## src/rtl/sva_result_arb.sv

```systemverilog
// Round-robin arbiter collecting per-checker assertion results into one output stream.
// Optional result counters are compiled in with `define SVA_RESULT_CNT_EN.
module sva_result_arb #(
    parameter int unsigned NUM_REQ   = 4,
    parameter int unsigned TS_WIDTH  = 16,
    parameter int unsigned CNT_WIDTH = 16
) (
    input  logic                       gclk,
    input  logic                       grst,
    input  logic [NUM_REQ-1:0]         req_vld,
    input  logic [2*NUM_REQ-1:0]       req_code,
    output logic [NUM_REQ-1:0]         req_rdy,
    output logic                       out_vld,
    input  logic                       out_rdy,
    output logic [$clog2(NUM_REQ)-1:0] out_id,
    output logic [1:0]                 out_code,
    output logic [TS_WIDTH-1:0]        out_ts,
    output logic                       ovf
`ifdef SVA_RESULT_CNT_EN
    ,
    output logic [CNT_WIDTH-1:0]       pass_cnt,
    output logic [CNT_WIDTH-1:0]       fail_cnt,
    output logic [CNT_WIDTH-1:0]       lazy_cnt
`endif
);

    localparam int unsigned IDW = $clog2(NUM_REQ);

    typedef enum logic {
        ST_EMPTY = 1'b0,
        ST_HOLD  = 1'b1
    } out_state_t;

    out_state_t            r_state;
    out_state_t            w_state_nxt;

    logic [TS_WIDTH-1:0]   r_ts;
    logic [NUM_REQ-1:0]    r_slot_vld;
    logic [1:0]            r_slot_code [NUM_REQ];
    logic [TS_WIDTH-1:0]   r_slot_ts   [NUM_REQ];
    logic [IDW-1:0]        r_rr_ptr;
    logic [IDW-1:0]        r_out_id;
    logic [1:0]            r_out_code;
    logic [TS_WIDTH-1:0]   r_out_ts;
    logic                  r_ovf;

    logic                  w_pend;
    logic                  w_load;
    logic                  w_gnt;
    logic [IDW-1:0]        w_gnt_idx;
    logic [NUM_REQ-1:0]    w_gnt_oh;
    logic [NUM_REQ-1:0]    w_code_nz;
    logic [NUM_REQ-1:0]    w_rdy;
    logic [NUM_REQ-1:0]    w_take;
    logic                  w_ovf_hit;

    // (ptr + k) mod NUM_REQ, one bit wider so non-power-of-two sizes wrap correctly
    function automatic logic [IDW-1:0] rr_idx(input logic [IDW-1:0] ptr, input int unsigned k);
        logic [IDW:0] sum;
        sum = {1'b0, ptr} + (IDW+1)'(k);
        if (sum >= (IDW+1)'(NUM_REQ))
            sum = sum - (IDW+1)'(NUM_REQ);
        return sum[IDW-1:0];
    endfunction

    always_comb begin
        w_pend    = 1'b0;
        w_gnt_idx = '0;
        for (int unsigned k = 0; k < NUM_REQ; k++) begin
            if (!w_pend && r_slot_vld[rr_idx(r_rr_ptr, k)]) begin
                w_pend    = 1'b1;
                w_gnt_idx = rr_idx(r_rr_ptr, k);
            end
        end

        w_load   = (r_state == ST_EMPTY) || out_rdy;
        w_gnt    = w_pend && w_load;
        w_gnt_oh = '0;
        if (w_gnt)
            w_gnt_oh[w_gnt_idx] = 1'b1;

        for (int unsigned i = 0; i < NUM_REQ; i++)
            w_code_nz[i] = |req_code[2*i +: 2];

        // a slot being granted this cycle can be refilled in the same cycle
        w_rdy     = ~r_slot_vld | w_gnt_oh | {NUM_REQ{grst}};
        w_take    = req_vld & w_rdy & w_code_nz;
        w_ovf_hit = |(req_vld & w_code_nz & ~w_rdy);
    end

    always_comb begin
        w_state_nxt = r_state;
        case (r_state)
            ST_EMPTY: if (w_pend) w_state_nxt = ST_HOLD;
            ST_HOLD:  if (out_rdy && !w_pend) w_state_nxt = ST_EMPTY;
            default:  w_state_nxt = ST_EMPTY;
        endcase
    end

    always_ff @(posedge gclk or posedge grst) begin
        if (grst)
            r_state <= ST_EMPTY;
        else
            r_state <= w_state_nxt;
    end

    always_ff @(posedge gclk or posedge grst) begin
        if (grst) begin
            r_ts       <= '0;
            r_slot_vld <= '0;
            for (int unsigned i = 0; i < NUM_REQ; i++) begin
                r_slot_code[i] <= '0;
                r_slot_ts[i]   <= '0;
            end
            r_rr_ptr   <= '0;
            r_out_id   <= '0;
            r_out_code <= '0;
            r_out_ts   <= '0;
            r_ovf      <= 1'b0;
        end else begin
            r_ts <= r_ts + 1'b1;
            if (w_ovf_hit)
                r_ovf <= 1'b1;
            if (w_gnt) begin
                r_out_id   <= w_gnt_idx;
                r_out_code <= r_slot_code[w_gnt_idx];
                r_out_ts   <= r_slot_ts[w_gnt_idx];
                r_rr_ptr   <= rr_idx(w_gnt_idx, 1);
            end
            for (int unsigned i = 0; i < NUM_REQ; i++) begin
                if (w_take[i]) begin
                    r_slot_vld[i]  <= 1'b1;
                    r_slot_code[i] <= req_code[2*i +: 2];
                    r_slot_ts[i]   <= r_ts;
                end else if (w_gnt_oh[i]) begin
                    r_slot_vld[i]  <= 1'b0;
                end
            end
        end
    end

    assign req_rdy  = w_rdy;
    assign out_vld  = (r_state == ST_HOLD);
    assign out_id   = r_out_id;
    assign out_code = r_out_code;
    assign out_ts   = r_out_ts;
    assign ovf      = r_ovf;

`ifdef SVA_RESULT_CNT_EN
    logic [CNT_WIDTH-1:0] r_pass_cnt;
    logic [CNT_WIDTH-1:0] r_fail_cnt;
    logic [CNT_WIDTH-1:0] r_lazy_cnt;
    logic                 w_fire;

    assign w_fire = out_vld && out_rdy;

    always_ff @(posedge gclk or posedge grst) begin
        if (grst) begin
            r_pass_cnt <= '0;
            r_fail_cnt <= '0;
            r_lazy_cnt <= '0;
        end else if (w_fire) begin
            if (r_out_code == 2'b01 && r_pass_cnt != '1) r_pass_cnt <= r_pass_cnt + 1'b1;
            if (r_out_code == 2'b10 && r_fail_cnt != '1) r_fail_cnt <= r_fail_cnt + 1'b1;
            if (r_out_code == 2'b11 && r_lazy_cnt != '1) r_lazy_cnt <= r_lazy_cnt + 1'b1;
        end
    end

    assign pass_cnt = r_pass_cnt;
    assign fail_cnt = r_fail_cnt;
    assign lazy_cnt = r_lazy_cnt;
`endif

endmodule
```

## config.mk

```make
export PLATFORM = sky130hd
export DESIGN_NAME = sva_result_arb
export DESIGN_NICKNAME = d
export VERILOG_FILES = /design/src/rtl/sva_result_arb.sv
export SDC_FILE = /design/constraint.sdc
export NUM_CORES = 1
export LEC_CHECK = 0
export BUFFER_PORTS_ARGS = -buffer_cell sky130_fd_sc_hd__buf_2
export CAP_MARGIN = 10
export CORE_ASPECT_RATIO = 0.6
export CORE_MARGIN = 2
export CORE_UTILIZATION = 60
export CTS_BUF_LIST = sky130_fd_sc_hd__clkbuf_4 sky130_fd_sc_hd__clkbuf_8
export CTS_CLUSTER_DIAMETER = 60
export DETAILED_ROUTE_END_ITERATION = 6
export PLACE_DENSITY = 0.77
export SLEW_MARGIN = 20
export SYNTH_ARGS = -nofsm -noshare
export SYNTH_HDL_FRONTEND = slang
export SYNTH_SLANG_ARGS = --single-unit
```

## constraint.sdc

```tcl
create_clock -name gclk -period 10.76 [get_ports gclk]
set_clock_uncertainty 0.1 [all_clocks]
set_input_delay 2.69 -clock gclk [delete_from_list [all_inputs] [get_ports gclk]]
set_output_delay 2.69 -clock gclk [all_outputs]
set_load 0.01 [all_outputs]
```

# Yosys cells after proc, flatten, opt, wreduce, memory -nomap -nowiden

Cells that the tools add are included.

Bits in registers: 116
Bits in latches: 0
Bits in writable memories: 0
Memory bits (read-only): 0
Input bits: 15
Output and inout bits: 26
Word-level logic and storage cells: 112
Memories kept: 0

Add/subtract/negate cells: 10
$mul: 0
Div/mod/pow operators: 0
Order comparisons: 12
Equal/unequal tests: 0
Shifts and indexed selects: 0
Muxes and demuxes: 41
Bitwise gates (word level): 10
Reduce and logical (&&, ||, !) cells: 20

Operator list:

| operator              | count |
|---|---|
| $bmux 16 s2           | 1 |
| $mux 16               | 2 |
| $mux 2                | 11 |
| $mux 1                | 19 |
| $add 16x1->16 const B | 1 |
| $and 4x4->4           | 4 |
| $ge 3x3->1 const B    | 5 |
| $lt 2x3->1 const B    | 5 |
| $sub 2x1->2 const B   | 5 |
| $bmux 1 s2            | 4 |
| $not 4->4             | 2 |
| $or 4x4->4            | 2 |
| $reduce_bool 2->1     | 4 |
| $reduce_or 2->1       | 4 |
| $add 2x1->3 const B   | 2 |
| $add 2x2->3 const B   | 2 |
| $logic_and 1x1->1     | 6 |
| $bmux 2 s2            | 1 |
| $logic_not 1->1       | 4 |
| $mux 4                | 1 |
| $reduce_or 4->1       | 1 |
| $ge 2x3->1 const B    | 1 |
| $not 2->3             | 1 |
| $demux 1 s2           | 1 |
| other kinds (4)       | 4 |

# Logic depth before layout (Yosys ltp)

Word-level depth: 24
Gate-level depth with buffers: 9
Depth with buffers taken out: 6

# Worst setup path before layout

No wires, ideal clock.

Path kind: input-to-output
Start point: input port grst
End point: output port req_rdy[1]
Data arrival time: 5.780 ns
Required time: 7.970 ns
Slack: 2.190 ns
Stages on the path: 4
Buffers on the path: 0
Path through: inv_1 > nand2_1 > a21oi_2 > inv_1

Longest elaborated chain between the ends: 1

RTL lines:

| what               | line | source |
|---|---|---|
| start: declaration | 9    | `input logic grst,` |
| $or 4x4->4         | 86   | `w_rdy = ~r_slot_vld \| w_gnt_oh \| {NUM_REQ{grst}};` |
| end: declaration   | 12   | `output logic [NUM_REQ-1:0] req_rdy,` |

No other way between the ends.

# Worst setup path in the final report

Start point: input port out_rdy
End point: output port req_rdy[2]

Longest elaborated chain between the ends: 5

RTL lines:

| what                    | line | source |
|---|---|---|
| start: declaration      | 14   | `input logic out_rdy,` |
| $logic_or 1x1->1        | 76   | `w_load = (r_state == ST_EMPTY) \|\| out_rdy;` |
| $logic_and 1x1->1       | 77   | `w_gnt = w_pend && w_load;` |
| $mux 4                  | 79   | `if (w_gnt)` |
| $or 4x4->4 (2 in a row) | 86   |  |

No other way between the ends.

==> flow_metrics.py <==
metrics = {
    "floorplan": {
        "initial_core_util_pct": 63.4,
        "die_x_microns": 123,
        "ioPinCount": 41,
        "row_count": 25,
        "dieArea_sq_um": 9270,
        "die_h_microns": 75.4,
        "coreArea_sq_um": 8040,
    },
    "run_status": {
        "status": "completed",
    },
    "critical_path": {
        "critical_path_class": "input pin to output port",
        "cpMaxStageDelayCell": "nand3b_1",
        "arrival_ns": 4.90,
        "crit_path_cell_trace": "buf_2, inv_1, a21o_1, nand3b_1, o211ai_2, buf_2",
        "worstReg2RegEnd": "r_slot_ts[29]",
        "worstPathMaxFanout": 27,
        "slowest_delay_ns": 0.91,
        "r2r_slack_ns": 6.58,
        "cpMostUsedCell": "buf_2",
        "reg2reg_from": "r_slot_vld[0]",
        "cp.required_ns": 7.97,
        "worstRegToRegCells": 6,
        "crit_start": "out_rdy",
        "endpoint_kind": "output port",
        "endpoint": "req_rdy[2]",
        "worstSetupStartpointType": "input pin",
    },
    "clock_tree": {
        "clk_pin_slew_ns": 0.07,
        "cts-htree-levels": 4,
        "cts_resized": 0,
        "clock-sinks": 116,
        "root_buffer": "clkbuf_8",
        "cts_buffer_depth": 2,
        "cts_hold_buf": 0,
        "cts_tree": "done",
        "post_cts_buffers": 0,
        "cts_buffers": 17,
        "clk-insertion-delay-late_ns": 0.44,
    },
    "synth": {
        "synth.avg_cell_area_sq_um": 13.3,
        "synth_edf_count": 0,
        "synth_area_sq_um": 5090,
        "postSynthCellCount": 384,
        "async_reset_ff_share_pct": 100,
        "synth-seq-cells": 116,
        "syn_nets": 400,
        "ys_warn_count": 0,
        "yosys_most_used_dff": "dfrtp_1",
        "synth_cell_types": 43,
        "synth-seq-area-share_pct": 57.0,
    },
    "routing": {
        "viasPerCell": 5.87,
        "wirelength_mm": 10.0,
        "dr.pass1.iters": 4,
        "ant_nets": 0,
        "drc": 0,
        "drtIter0Drc": 303,
        "vias": 3216,
        "wl_per_cell_microns": 18.3,
    },
    "finish": {
        "most-common-layout-cells": "dfrtp_1, mux2_2, buf_2",
        "antenna_cells": 0,
        "final_common_cell": "dfrtp_1",
        "postLayoutCellArea_sq_um": 5790,
        "regArea_sq_um": 2900,
        "syn2layout_area_growth_pct": 13.7,
        "nets": 443,
        "layout-drive-gt1-share_pct": 30.7,
        "multi_input_area_sq_um": 2060,
        "n_fill_cell": 543,
    },
    "sta": {
        "max_freq_mhz": 130,
        "period_share_pct": 71.4,
        "timing.hold.ws_ns": 0.375,
        "maxSlewHeadroom_pct": 27.0,
        "fin_setup_tns_ns": 0,
        "tightest_slew_ns": 1.10,
        "finalMaxSlewViolations": 0,
        "grt_setup_unrepaired": "false",
        "setup_violations": 0,
        "hold_violations": 0,
        "period_needed_ns": 7.69,
    },
    "global_routing": {
        "grt.total_usage_pct": 23.8,
        "grt_pass1_vias": 3110,
        "grt_max_degree": 62,
        "grt_pass1_wl_mm": 16.1,
        "antenna_found_initial": 0,
        "grt_overflow": 0,
    },
    "power_and_ir_drop": {
        "leakage_nw": 2.95,
        "vdd_ir_drop_max_mv": 0.146,
        "power.density_nw_per_um2": 247,
    },
    "place": {
        "io_buffers": 40,
        "dpl_cell_area_sq_um": 5340,
        "gp_congestion": 0.813,
        "dp_hpwl_mm": 6.46,
    },
    "job": {
        "maxCapViolCount": 0,
    },
    "worst_hold_path": {
        "worstHoldPathType": "register to register",
    },
}
==> critical path: cells and delay by family <==
family,cells,cell delay (ns)
buffers and inverters,3,0.30
AND/OR/NAND/NOR,1,0.91
AO/OA/AOI/OAI,2,0.98
==> cells in the mapped netlist, drive strengths merged (2+ instances only) <==
cell      n  share of area [%]
xor2      7                1.2
nor2b     3               0.37
mux2     68                 16
xnor2     8                1.4
mux2i    37                7.3
and3      2               0.25
a21o     20                2.9
nand3     7               0.69
nand2    28                2.1
nand2b    2               0.25
o22ai    19                2.3
buf      11                1.8
inv       5               0.37
a21bo     2               0.39
o211ai    3               0.64
o21ai    11                1.1
a21oi     5               0.79
nor2      8               0.69
dfrtp   116                 57
nor3      2               0.20
clkbuf    7               0.52
==> logic make-up (layout without fill, tap and decap cells) <==
group           count (synthesis)  count (layout)  share of synthesized area, %
compound gates                 64              64                          8.82
xor+xnor                       15              15                          2.58
fa+ha+maj                       1               1                         0.246
buf+inv                        23              79                          2.65
flops                         116             116                          57.0
mux                           105             105                          23.0
simple gates                   60              60                          5.70
==> per-stage QoR <==
step / setup slack (ns) / instances / power (mW) / util (%)
floorplan: 2.19 / 384 / 0.884 / -
global placement: 3.25 / 516 / 0.971 / 66.4
detailed placement: 3.10 / 516 / 0.984 / 66.4
CTS: 3.09 / 548 / 1.44 / 72.1
global route: 2.92 / 548 / 1.50 / 72.1
finish: 3.07 / 548 / 1.43 / 72.1
==> how the worst min path moves through the flow <==
stage / to / startpoint / slack (ns) / depth (start not counted)
2_1_floorplan: r_slot_ts[0] / r_slot_ts[0] / 0.36 / 1
3_3_place_gp: out_ts[3] / out_ts[3] / 0.36 / 1
3_5_place_dp: out_ts[12] / out_ts[12] / 0.36 / 1
4_1_cts: out_ts[1] / out_ts[1] / 0.38 / 1
5_1_grt: r_slot_ts[1] / r_slot_ts[1] / 0.41 / 1
6_report: out_ts[1] / out_ts[1] / 0.38 / 1
==> registers in the layout, indices dropped and copies added (netlist names) <==
name / flops
out_id: 2
r_rr_ptr: 2
out_vld: 1
r_slot_vld: 4
r_slot_ts: 64
out_code: 2
r_ts: 16
r_slot_code: 8
ovf: 1
out_ts: 16
==> cell type report <==
| cell class | instances | share of cell area, % |
|---|---|---|
| Clock inverter | 9 | 2.55 |
| Tap cell | 108 | 2.33 |
| Inverter | 5 | 0.367 |
| Sequential cell | 116 | 50.1 |
| Clock buffer | 23 | 5.36 |
| Timing Repair Buffer | 42 | 3.71 |
| Multi-Input combinational cell | 245 | 35.6 |
==> power breakdown <==
| group | switching, mW | internal (mW) |
|---|---|---|
| clock network | 0.167 | 0.284 |
| logic | 0.237 | 0.188 |
| registers | 0.0475 | 0.506 |
==> layer usage <==
metal	wire (microns)	up-vias	share of wire [%]	GRT usage [%]
met2	4400	93	44	33.9
met3	512	13	5.1	5.61
li1	-	1456	-	-
met1	4980	1654	50	34.7
met5	0	-	0	0
met4	123	0	1.2	12.0
Note: power is estimated with default switching activity, not from simulation.
